**config.mk**
```make
export PLATFORM = sky130hd
export DESIGN_NAME = vga_mem_arbiter
export DESIGN_NICKNAME = d
export VERILOG_FILES = /design/src/rtl/vga_mem_pkg.sv /design/src/rtl/vga_mem_arbiter.sv
export SDC_FILE = /design/constraint.sdc
export NUM_CORES = 1
export LEC_CHECK = 0
export CORE_ASPECT_RATIO = 1.1
export CORE_UTILIZATION = 31
export DETAILED_ROUTE_END_ITERATION = 12
export PLACE_DENSITY = 0.85
export SKIP_LAST_GASP = 1
export SLEW_MARGIN = 20
export SYNTH_ARGS = -nofsm -noshare
export SYNTH_HDL_FRONTEND = slang
export SYNTH_SLANG_ARGS = --single-unit
```
**constraint.sdc**
```tcl
create_clock -name i_clk -period 2.84 [get_ports i_clk]
set_clock_uncertainty 0.2 [all_clocks]
set_input_delay 0.284 -clock i_clk [delete_from_list [all_inputs] [get_ports i_clk]]
set_output_delay 0.284 -clock i_clk [all_outputs]
set_load 0.1 [all_outputs]
```
**src/rtl/vga_mem_pkg.sv**
```systemverilog
// -----------------------------------------------------------------------------
// vga_mem_pkg
// Shared types and default sizes for the VGA/CPU memory arbiter.
//   cpu_state_t        : CPU handshake FSM states
//   DEFAULT_ADDR_WIDTH : default address width of all arbiter ports
//   DEFAULT_DATA_WIDTH : default data width of all arbiter ports
// -----------------------------------------------------------------------------
package vga_mem_pkg;

    localparam int DEFAULT_ADDR_WIDTH = 16;
    localparam int DEFAULT_DATA_WIDTH = 8;

    // IDLE    : waiting for a free RAM slot to issue the CPU access
    // DATA    : RAM output is valid for the issued address
    // ACK     : one-clock completion pulse to the CPU
    // RELEASE : waiting for the CPU to drop its request
    typedef enum logic [1:0] {
        IDLE    = 2'd0,
        DATA    = 2'd1,
        ACK     = 2'd2,
        RELEASE = 2'd3
    } cpu_state_t;

endpackage

```
**src/rtl/vga_mem_arbiter.sv**
```systemverilog
// -----------------------------------------------------------------------------
// vga_mem_arbiter
// Shares one synchronous single-port RAM between the VGA fetch master and the
// CPU bus. VGA cycles are announced one clock ahead and always win; the CPU is
// stalled around them and completes with a registered one-clock ack.
//
// Ports:
//   i_clk, i_reset_n          clock, asynchronous active-low reset
//   i_vga_addr/cs/access      VGA fetch address, cycle strobe, next-clock claim
//   o_vga_dat                 VGA read data (combinational copy of i_mem_dat)
//   i_cpu_addr/dat/cs/we      CPU request, held until o_cpu_ack
//   o_cpu_dat, o_cpu_ack      registered CPU read data and completion pulse
//   o_mem_addr/dat/cs/we      RAM control, i_mem_dat RAM read data (1-clk lat.)
//   o_proto_err               sticky: VGA cycle seen without an announcement
// -----------------------------------------------------------------------------
module vga_mem_arbiter
    import vga_mem_pkg::*;
#(
    parameter int ADDR_WIDTH = DEFAULT_ADDR_WIDTH,
    parameter int DATA_WIDTH = DEFAULT_DATA_WIDTH
) (
    input  logic                  i_clk,
    input  logic                  i_reset_n,
    input  logic [ADDR_WIDTH-1:0] i_vga_addr,
    input  logic                  i_vga_cs,
    input  logic                  i_vga_access,
    output logic [DATA_WIDTH-1:0] o_vga_dat,
    input  logic [ADDR_WIDTH-1:0] i_cpu_addr,
    input  logic [DATA_WIDTH-1:0] i_cpu_dat,
    input  logic                  i_cpu_cs,
    input  logic                  i_cpu_we,
    output logic [DATA_WIDTH-1:0] o_cpu_dat,
    output logic                  o_cpu_ack,
    output logic [ADDR_WIDTH-1:0] o_mem_addr,
    output logic [DATA_WIDTH-1:0] o_mem_dat,
    input  logic [DATA_WIDTH-1:0] i_mem_dat,
    output logic                  o_mem_cs,
    output logic                  o_mem_we,
    output logic                  o_proto_err
);

    cpu_state_t            state;
    cpu_state_t            state_next;
    logic                  r_vga_grant;
    logic                  r_active;
    logic                  r_proto_err;
    logic                  r_is_read;
    logic                  r_cpu_ack;
    logic [DATA_WIDTH-1:0] r_cpu_dat;
    logic                  cpu_issue;

    // The RAM output belongs to whoever addressed it last clock; VGA just
    // takes it straight through.
    assign o_vga_dat   = i_mem_dat;
    assign o_cpu_dat   = r_cpu_dat;
    assign o_cpu_ack   = r_cpu_ack;
    assign o_proto_err = r_proto_err;

    // The CPU may only use a clock that is neither reserved by last clock's
    // announcement nor claimed by a live VGA strobe, and never in the first
    // clock after reset release.
    assign cpu_issue = (state == IDLE) && i_cpu_cs && !r_vga_grant
                       && !i_vga_cs && r_active;

    // Reservation register, post-reset enable and the sticky protocol flag.
    // The flag catches VGA strobes that were not announced the clock before.
    always_ff @(posedge i_clk or negedge i_reset_n) begin
        if (!i_reset_n) begin
            r_vga_grant <= 1'b0;
            r_active    <= 1'b0;
            r_proto_err <= 1'b0;
        end else begin
            r_vga_grant <= i_vga_access;
            r_active    <= 1'b1;
            if (i_vga_cs && !r_vga_grant) begin
                r_proto_err <= 1'b1;
            end
        end
    end

    // CPU FSM state register.
    always_ff @(posedge i_clk or negedge i_reset_n) begin
        if (!i_reset_n) begin
            state <= IDLE;
        end else begin
            state <= state_next;
        end
    end

    // CPU FSM next-state logic. RELEASE holds until the CPU lets go so that a
    // request still asserted after its ack is never serviced twice.
    always_comb begin
        state_next = state;
        case (state)
            IDLE: begin
                if (cpu_issue) begin
                    state_next = DATA;
                end
            end
            DATA: begin
                state_next = ACK;
            end
            ACK: begin
                state_next = RELEASE;
            end
            RELEASE: begin
                if (!i_cpu_cs) begin
                    state_next = IDLE;
                end
            end
            default: begin
                state_next = IDLE;
            end
        endcase
    end

    // CPU datapath: remember the direction at issue, capture read data while
    // the RAM presents it, and raise ack for exactly the clock spent in ACK.
    // Writes leave the last read value on o_cpu_dat.
    always_ff @(posedge i_clk or negedge i_reset_n) begin
        if (!i_reset_n) begin
            r_is_read <= 1'b0;
            r_cpu_dat <= '0;
            r_cpu_ack <= 1'b0;
        end else begin
            if (cpu_issue) begin
                r_is_read <= !i_cpu_we;
            end
            if ((state == DATA) && r_is_read) begin
                r_cpu_dat <= i_mem_dat;
            end
            r_cpu_ack <= (state == DATA);
        end
    end

    // RAM port mux. VGA strobe first, then a CPU issue cycle, otherwise idle.
    // Everything stays at zero until the clock after reset release.
    always_comb begin
        o_mem_addr = '0;
        o_mem_dat  = '0;
        o_mem_cs   = 1'b0;
        o_mem_we   = 1'b0;
        if (r_active) begin
            if (i_vga_cs) begin
                o_mem_addr = i_vga_addr;
                o_mem_cs   = 1'b1;
            end else if (cpu_issue) begin
                o_mem_addr = i_cpu_addr;
                o_mem_dat  = i_cpu_dat;
                o_mem_we   = i_cpu_we;
                o_mem_cs   = 1'b1;
            end
        end
    end

endmodule

```
==> results of run 1 <==
## Yosys cell counts
master and instances:
buf_4 8, nand2_1 1, nor2_8 1, ha_1 5, a21o_1 1, conb_1 1, mux2_2 8, and2_1 10
nor2_1 1, or2_2 1, dfrtp_1 15, mux2i_1 2, mux2_1 1, a22oi_2 1, a22o_1 16, nand4bb_4 1
inv_1 5, buf_2 2, buf_6 2
## state kept, by name, summed over array words and instances, names as in the netlist
register,flops
o_cpu_dat,8
state,2
o_cpu_ack,1
o_proto_err,1
r_active,1
r_is_read,1
r_vga_grant,1
## how the worst min path moves through the flow
| stage | cells past startpoint | endpoint |
|---|---|---|
| global route | 1 | o_proto_err$_DFFE_PN0P_ |
| detailed placement | 1 | o_proto_err$_DFFE_PN0P_ |
| floorplan | 0 | o_cpu_ack$_DFF_PN0_ |
| finish | 1 | o_proto_err$_DFFE_PN0P_ |
| global placement | 1 | o_proto_err$_DFFE_PN0P_ |
| CTS | 1 | o_cpu_dat[7]$_DFFE_PN0P_ |
## through the flow
| stage | power [mW] | std cells | worst slack (ns) | hold slack (ns) |
|---|---|---|---|---|
| detailed placement | 1.56 | 200 | 0.571 | 0.246 |
| global route | 1.73 | 204 | 0.357 | 0.251 |
| global placement | 1.53 | 200 | 0.606 | 0.245 |
| floorplan | 1.23 | 82 | 0.532 | -0.212 |
| finish | 1.66 | 204 | 0.472 | 0.201 |
| CTS | 1.68 | 204 | 0.448 | 0.227 |
## worst max-delay path, cell delays in order (launching register included)
cell and delay [ns]:
dfrtp_1 0.41, inv_1 0.13, ha_1 0.20, inv_1 0.10
nor2_8 0.31, a22o_1 0.27, buf_12 0.19
## layer usage
| layer | vias to the layer above | routed length [um] |
|---|---|---|
| li1 | 456 | - |
| met1 | 436 | 929 |
| met2 | 71 | 1730 |
| met3 | 4 | 457 |
| met4 | 0 | 25 |
| met5 | - | 0 |
## area by class of cell
class / count / area (um^2) / area share (%)
Clock buffer: 4 / 26.3 / 1.24
Inverter: 5 / 18.8 / 0.885
Multi-Input combinational cell: 50 / 472 / 22.3
Timing Repair Buffer: 97 / 1190 / 56.0
Sequential cell: 15 / 375 / 17.7
Tap cell: 33 / 41.3 / 1.95
## power by group
part	leakage, nW	internal [mW]	total, mW	switching (mW)
combinational	0.759	0.353	1.19	0.838
clock	0.0150	0.0543	0.114	0.0595
sequential	0.172	0.304	0.356	0.0522
total	0.946	0.712	1.66	0.950
## cell families after synthesis
logic type | synth area share [%]
compound gates | 16.7
buf+inv | 11.6
simple gates | 12.9
flops | 39.2
mux | 12.7
fa+ha+maj | 6.53
other cells | 0.391
==> reports/metrics.yaml, run 1 <==
path_class: "register to output pin"
max_slew_margin_pct: 57.5
fin_crit_sh_pct: 83.4
final_common_cell: "clkdlybuf4s50_1"
core_area_um2: 2850
postLayoutCoreUtil_pct: 74.3
clkSlewWorstSetupHoldPaths_ns: 0.08
cts_made_buffers: 3
clk-insertion-delay-late_ns: 0.27
nNetsFinal: 231
seq_area_frac_synth_pct: 39.2
yosysTopAreaCellShare_pct: 39.2
antenna_left: 0
reg2reg_from: "state[0]$_DFFE_PN0P_"
irDropWorstVdd_mv: 0.946
grt_use_total_pct: 18.6
fmax_mhz: 422
p_per_area_nw_per_um2: 784
vias: 967
htree_levels: 1
power_leakage_nw: 0.946
setup_viol: 0
synth_seq_cells: 15
wl_per_cell_um: 15.4
post_cts_buffers: 0
final_hold_viol_count: 0
use_met3_pct: 4.33
netlist_area_um2: 958
startpoint_type: "register"
cp-endpoint: "o_mem_addr[0]"
via_per_inst: 4.74
grt_pass1_vias: 1016
synthesis.nets: 141
syn_area_per_cell_um2: 11.7
fp-row-count: 20
fillCellCount: 184
worst_setup_path_end_kind: "output pin"
cts_root_buf: "clkbuf_4"
antenna_cells: 0
place_hpwl_um: 2730
die-area_um2: 3320
dieWidth_um: 55.0
grt_use_met1_pct: 15.0
areaGrowthSynthToFinish_pct: 121
rsz0062_at_grt: "no"
synthCells: 82
status: "finished clean"
hold_class: "input port to asynchronous set/reset pin"
place_area_um2: 2090
drive_gt1_share_pct: 34.5
synth.largest_area_cell: "dfrtp_1"
cts_buffer_depth: 2
drv_slew: 0
busiest_layer: "met2"
io-pin-count: 98
antenna_found_initial: 0
ys_top_cells_by_area: "dfrtp_1, a22o_1, mux2_2"
use_met2_pct: 40.1
gp_congestion: 0.673
grt.overflow.total: 0
start_util_pct: 33.6
worstMarginPinSlew_ns: 0.635
cts_resized: 0
cts_sinks: 15
portBuffers: 97
synthDistinctLibCells: 19
cp.arrival_ns: 1.88
grt_max_degree: 28
rrSetupSlack_ns: 1.18
cp_max_fo: 27
cts_tree: "yes"
setup_tns_ns: 0
max_cap_viol_count: 0
die_h_um: 60.3
cp.required_ns: 2.36
wirelength_um: 3140
holdBufCountCts: 0
grt_pass1_wl_um: 4440
drc: 0
drt-initial-drc-count: 10
mostFrequentLayoutCells: "clkdlybuf4s50_1, buf_12, buf_4, a22o_1, dfrtp_1"
min_period_ns: 2.37
design_area_um2: 2120
rr_worst_depth: 5
r2r_end: "r_is_read$_DFFE_PN0P_"
cp-startpoint: "state[0]$_DFFE_PN0P_"
yosys_warnings: 0
firstDrtPassIters: 4
Power figures use the tool's default switching activity.
==> run 2, diff against run 1 <==
--- a/config.mk
+++ b/config.mk
@@ -6,9 +6,9 @@
 export NUM_CORES = 1
 export LEC_CHECK = 0
 export CORE_ASPECT_RATIO = 1.1
-export CORE_UTILIZATION = 31
+export CORE_UTILIZATION = 29
 export DETAILED_ROUTE_END_ITERATION = 12
-export PLACE_DENSITY = 0.85
+export PLACE_DENSITY = 0.81
 export SKIP_LAST_GASP = 1
 export SLEW_MARGIN = 20
 export SYNTH_ARGS = -nofsm -noshare
==> constraint.sdc (replaced) <==
create_clock -name i_clk -period 2.2 [get_ports i_clk]
set_clock_uncertainty 0.2 [all_clocks]
set_input_delay 0.22 -clock i_clk [delete_from_list [all_inputs] [get_ports i_clk]]
set_output_delay 0.22 -clock i_clk [all_outputs]
set_load 0.1 [all_outputs]
==> run 2 against run 1 <==
  * The flow now finishes with violations (design-rule violations)
  * Combinational power up 39%
  * Largest cell class unchanged
  * Routed wire length up 13%
  * Die area up 6.7%
==> reports/metrics.yaml, run 2 (same netlist as run 1, synthesis figures left out) <==
status: "complete, but fails checks"
violations: "design-rule violations"
stdcell_count: 213
firstDrtPassIters: 8
cp.arrival_ns: 1.68
placed_cells: 202
wirelength_um: 3550
cts_sinks: 15
startpoint_type: "register"
reg2reg_from: "state[0]$_DFFE_PN0P_"
mostFrequentLayoutCells: "clkdlybuf4s50_1, buf_12, buf_4, dfrtp_1, a22o_2"
cts_buffer_depth: 2
rrSetupSlack_ns: 0.47
clkSlewWorstSetupHoldPaths_ns: 0.08
via_per_inst: 4.78
r2r_end: "r_is_read$_DFFE_PN0P_"
largest_reg_flops: 8
path_class: "register to output pin"
nNetsFinal: 239
cp_max_fo: 6
holdBufCountCts: 0
grt_use_total_pct: 20.5
gp_congestion: 0.707
die-area_um2: 3540
design_area_um2: 2330
clk-insertion-delay-late_ns: 0.28
final_common_cell: "clkdlybuf4s50_1"
worst_setup_path_end_kind: "output pin"
fin_crit_sh_pct: 95.6
core_area_um2: 3100
total_power_mw: 2.28
drt-initial-drc-count: 35
cts_tree: "yes"
vias: 1018
power_leakage_nw: 1.03
multi_input_area_um2: 522
htree_levels: 1
areaGrowthSynthToFinish_pct: 143
drive_gt1_share_pct: 50.3
drv_slew: 0
io-pin-count: 98
cts_made_buffers: 3
die_h_um: 62.3
dieWidth_um: 56.8
wl_per_cell_um: 16.7
final_hold_viol_count: 0
fillCellCount: 219
drc: 22
fp-row-count: 21
grt_pass1_wl_um: 5480
p_per_area_nw_per_um2: 979
irDropWorstVdd_mv: 1.10
max_slew_margin_pct: 55.5
grt_pass1_vias: 1121
cts_root_buf: "clkbuf_4"
antenna_left: 0
start_util_pct: 30.9
min_period_ns: 2.10
portBuffers: 97
place_area_um2: 2230
grt_max_degree: 18
antenna_found_initial: 0
rr_worst_depth: 8
fmax_mhz: 475
setup_tns_ns: 0
grt.overflow.total: 0
max_cap_viol_count: 0
seqCellArea_um2: 375
hold_class: "input port to asynchronous set/reset pin"
antenna_cells: 0
worstMarginPinSlew_ns: 0.666
setup_viol: 0
cp.required_ns: 1.78
place_hpwl_um: 2860
rsz0062_at_grt: "no"
## run 2: cell types whose count changed in the layout (fill, tap and decap cells not counted), moves of 2 or more
cell and change:
a22o_1 -10, a22o_2 +10, and2_1 -9, and2_2 +9
buf_12 +8, inv_1 -3, buf_4 -2, inv_2 +2
## run 2: timing repair
action / 4_1_cts / 5_1_grt
gates cloned: 1 / 0
pin swaps: 1 / 1
hold endpoints to repair: 0 / 0
endpoints found under the setup margin: 26 / 26
buffers inserted: 1 / 5
resized for setup: 1 / 7
## run 2: power by group
part	internal (mW)	switching (mW)	total [mW]
Combinational	0.527	1.13	1.66
Sequential	0.393	0.0690	0.462
Clock	0.0704	0.0825	0.153
Total	0.990	1.29	2.28
## run 2: layout make-up
type | count | share of cell area (%)
Clock buffer | 4 | 1.13
Tap cell | 34 | 1.83
Timing Repair Buffer | 104 | 57.6
Inverter | 5 | 0.914
Sequential cell | 15 | 16.1
Multi-Input combinational cell | 51 | 22.4
## run 2: worst max path at each step
stage / to / startpoint / cells past startpoint / slack [ns]
2_1_floorplan: o_mem_addr[0] / state[0]$_DFFE_PN0P_ / 5 / 0.08
3_3_place_gp: o_mem_addr[15] / i_vga_cs / 5 / 0.13
3_5_place_dp: o_mem_addr[4] / i_cpu_cs / 5 / 0.08
4_1_cts: o_mem_addr[10] / state[0]$_DFFE_PN0P_ / 6 / 0.00002
5_1_grt: o_mem_addr[5] / state[0]$_DFFE_PN0P_ / 7 / 0.02
6_report: o_mem_addr[5] / state[0]$_DFFE_PN0P_ / 7 / 0.1
## run 2: critical path: stages (launching register included)
cell and delay (ns):
dfrtp_1 0.41, inv_2 0.11, ha_4 0.16, inv_4 0.05, nor2_4 0.13, clkbuf_4 0.19
a22o_2 0.17, buf_12 0.17
## run 2: routing by layer
metal,vias to the layer above,routed length (um),GRT usage (%)
met5,-,0,0
met4,0,36,5.49
met3,5,463,8.13
met2,72,1900,39.7
met1,467,1150,19.6
li1,474,-,-
## run 2: per-stage QoR
stage | utilization [%] | hold WS (ns) | setup WS (ns)
floorplan | - | -0.276 | 0.0774
global placement | 71.8 | 0.243 | 0.127
detailed placement | 71.8 | 0.249 | 0.0797
CTS | 73.2 | 0.153 | 0.0000200
global route | 75.0 | 0.166 | 0.0156
finish | 75.0 | 0.142 | 0.0959
==> run 3, diff against run 2 <==
--- a/config.mk
+++ b/config.mk
@@ -7,7 +7,9 @@
 export LEC_CHECK = 0
 export CORE_ASPECT_RATIO = 1.1
 export CORE_UTILIZATION = 29
+export CTS_CLUSTER_SIZE = 16
 export DETAILED_ROUTE_END_ITERATION = 12
+export GPL_TIMING_DRIVEN = 0
 export PLACE_DENSITY = 0.81
 export SKIP_LAST_GASP = 1
 export SLEW_MARGIN = 20
==> run 3 against run 2 <==
  * The run still ends with design-rule violations left
  * Critical path depth fell by 2
  * Via count is 1.5% higher
  * Worst hold slack better by 0.0030 ns
  * Global-route usage fell by 2.2 points
  * Critical path type is now input port to output pin
  * Final cell count rose by 3.8%
  * Setup slack got worse by 0.0093 ns
  * Sequential share of layout area grew 1.6 points
  * Die area unchanged
==> reports/metrics.yaml, run 3 (same netlist as run 1, synthesis figures left out) <==
via_per_inst: 4.67
grt_use_total_pct: 18.3
clk-insertion-delay-late_ns: 0.27
mostFrequentLayoutCells: "clkdlybuf4s50_1, buf_4, buf_6, dfrtp_1, dlygate4sd2_1"
die-area_um2: 3540
final_hold_viol_count: 0
cts_buffer_depth: 2
violations: "design-rule violations"
cts_tree: "yes"
p_per_area_nw_per_um2: 1040
cp-endpoint: "o_mem_cs"
power.net_switching_mw: 1.24
place_ws_ns: -0.861
crit_cells: 5
nNetsFinal: 247
place_area_um2: 2000
dieWidth_um: 56.8
cts_made_buffers: 3
grt_max_degree: 16
vias: 1033
power_leakage_nw: 1.04
drt-initial-drc-count: 62
rsz0062_at_grt: "no"
p_sw_share_pct: 56.6
cp.arrival_ns: 1.69
r2r_end: "o_cpu_dat[1]$_DFFE_PN0P_"
path_class: "input port to output pin"
max_cap_viol_count: 0
reg2reg_from: "state[0]$_DFFE_PN0P_"
gp_congestion: 0.684
worstMarginPinSlew_ns: 0.995
setup_slack_ns: 0.0866
io-pin-count: 98
clkSlewWorstSetupHoldPaths_ns: 0.08
grt_pass1_vias: 1071
fin_crit_sh_pct: 96.1
wirelength_um: 3250
cts_root_buf: "clkbuf_4"
slowest_delay_ns: 0.55
worst_setup_path_end_kind: "output pin"
status: "complete, but fails checks"
crit_slowest_cell: "clkdlybuf4s50_1"
startpoint_type: "input port"
pwr-share-seq_pct: 20.4
pwr-share-comb_pct: 73.1
final_common_cell: "clkdlybuf4s50_1"
portBuffers: 97
areaGrowthSynthToFinish_pct: 120
grt_pass1_wl_um: 5060
cp_max_fo: 4
firstDrtPassIters: 8
clkPwrFrac_pct: 6.6
antenna_cells: 0
placed_cells: 213
setup_viol: 0
antenna_left: 0
die_h_um: 62.3
hold_class: "input port to asynchronous set/reset pin"
crit_chain: "clkdlybuf4s50_1 > nand4bb_4 > nor2_4 > or2_2 > buf_2"
drive_gt1_share_pct: 42.8
fmax_mhz: 473
wl_per_cell_um: 14.7
min_period_ns: 2.11
stdcell_count: 221
fp-row-count: 21
cp_top_family: "buffers and inverters"
largest_reg_flops: 8
grt.overflow.total: 0
cp.required_ns: 1.78
drc: 22
drv_slew: 0
irDropWorstVdd_mv: 1.22
design_area_um2: 2110
fillCellCount: 238
holdBufCountCts: 0
cp_num_buf_inv: 2
setup_tns_ns: 0
core_area_um2: 3100
start_util_pct: 30.9
cts_sinks: 15
internal-power_mw: 0.951
rrSetupSlack_ns: 0.51
cp-startpoint: "i_cpu_cs"
rr_worst_depth: 4
antenna_found_initial: 0
place_hpwl_um: 2580
htree_levels: 1
max_slew_margin_pct: 33.5
[run 3: changes by cell type in the layout (fill, tap and decap cells not counted)]
cell            before  now
buf_12              34    3
buf_2                0    3
buf_4               16   17
buf_6                0   15
buf_8                0    3
clkbuf_4             4    3
dlygate4sd2_1        0   11
dlymetal6s2s_1       0    7
inv_2                2    3
inv_4                1    0
or2_2                0    1
or2_4                1    0
[run 3: routing by layer]
| metal | routed length, um | GRT usage [%] | share of wire [%] | vias to the layer above |
|---|---|---|---|---|
| met1 | 989 | 17.1 | 30 | 468 |
| met3 | 558 | 9.38 | 17 | 2 |
| met5 | 0 | 0 | 0 | - |
| met2 | 1690 | 34.5 | 52 | 69 |
| li1 | - | - | - | 494 |
| met4 | 11 | 4.57 | 0.34 | 0 |
[run 3: layout make-up]
type                    count  area (um^2)  share of cell area [%]
repair buffers            100         1040                    49.1
multi-input cells          51          519                    24.6
flip-flops and latches     15          375                    17.8
plain buffers              12         92.6                    4.38
well taps                  34         42.5                    2.01
clock buffers               4         26.3                    1.24
inverters                   5         18.8                   0.888
[run 3: worst min-delay path by stage]
stage | startpoint | to | slack, ns
after global placement | o_proto_err$_DFFE_PN0P_ | o_proto_err$_DFFE_PN0P_ | 0.25
after global routing | i_vga_access | r_vga_grant$_DFF_PN0_ | 0.19
after CTS | i_reset_n | o_cpu_dat[0]$_DFFE_PN0P_ | 0.16
after floorplan | i_reset_n | o_cpu_ack$_DFF_PN0_ | -0.28
after detailed placement | o_proto_err$_DFFE_PN0P_ | o_proto_err$_DFFE_PN0P_ | 0.26
final | i_reset_n | o_cpu_dat[0]$_DFFE_PN0P_ | 0.15
[run 3: worst register-to-register path, delay by kind of cell, from the launching register on]
kind	cells	cell delay (ns)
muxes	1	0.38
adders and majority gates	1	0.21
buffers and inverters	1	0.14
DFF	1	0.39
and+or+nand+nor	1	0.26
[run 3: per-stage QoR]
stage               power [mW]  hold slack (ns)  util, %
CTS                       2.19            0.160     66.7
global placement          1.97            0.248     64.4
global route              2.30            0.188     68.2
floorplan                 1.60           -0.276        -
finish                    2.19            0.145     68.2
detailed placement        2.00            0.256     64.4
[run 3: what timing repair did]
item / in CTS / in global routing
setup endpoints to repair: 37 / 31
setup buffers: 2 / 1
cloned: 1 / 0
gates resized for setup: 193 / 13
pin swaps: 1 / 2
endpoints found under the hold margin: 0 / 0
[run 3: power groups by stage]
stage	clock network, mW	registers [mW]	logic [mW]
after CTS	0.155	0.447	1.59
final	0.144	0.447	1.60
after detailed placement	0	0.462	1.54
after global placement	0	0.453	1.52
after floorplan	0	1.07	0.523
after global routing	0.169	0.461	1.67
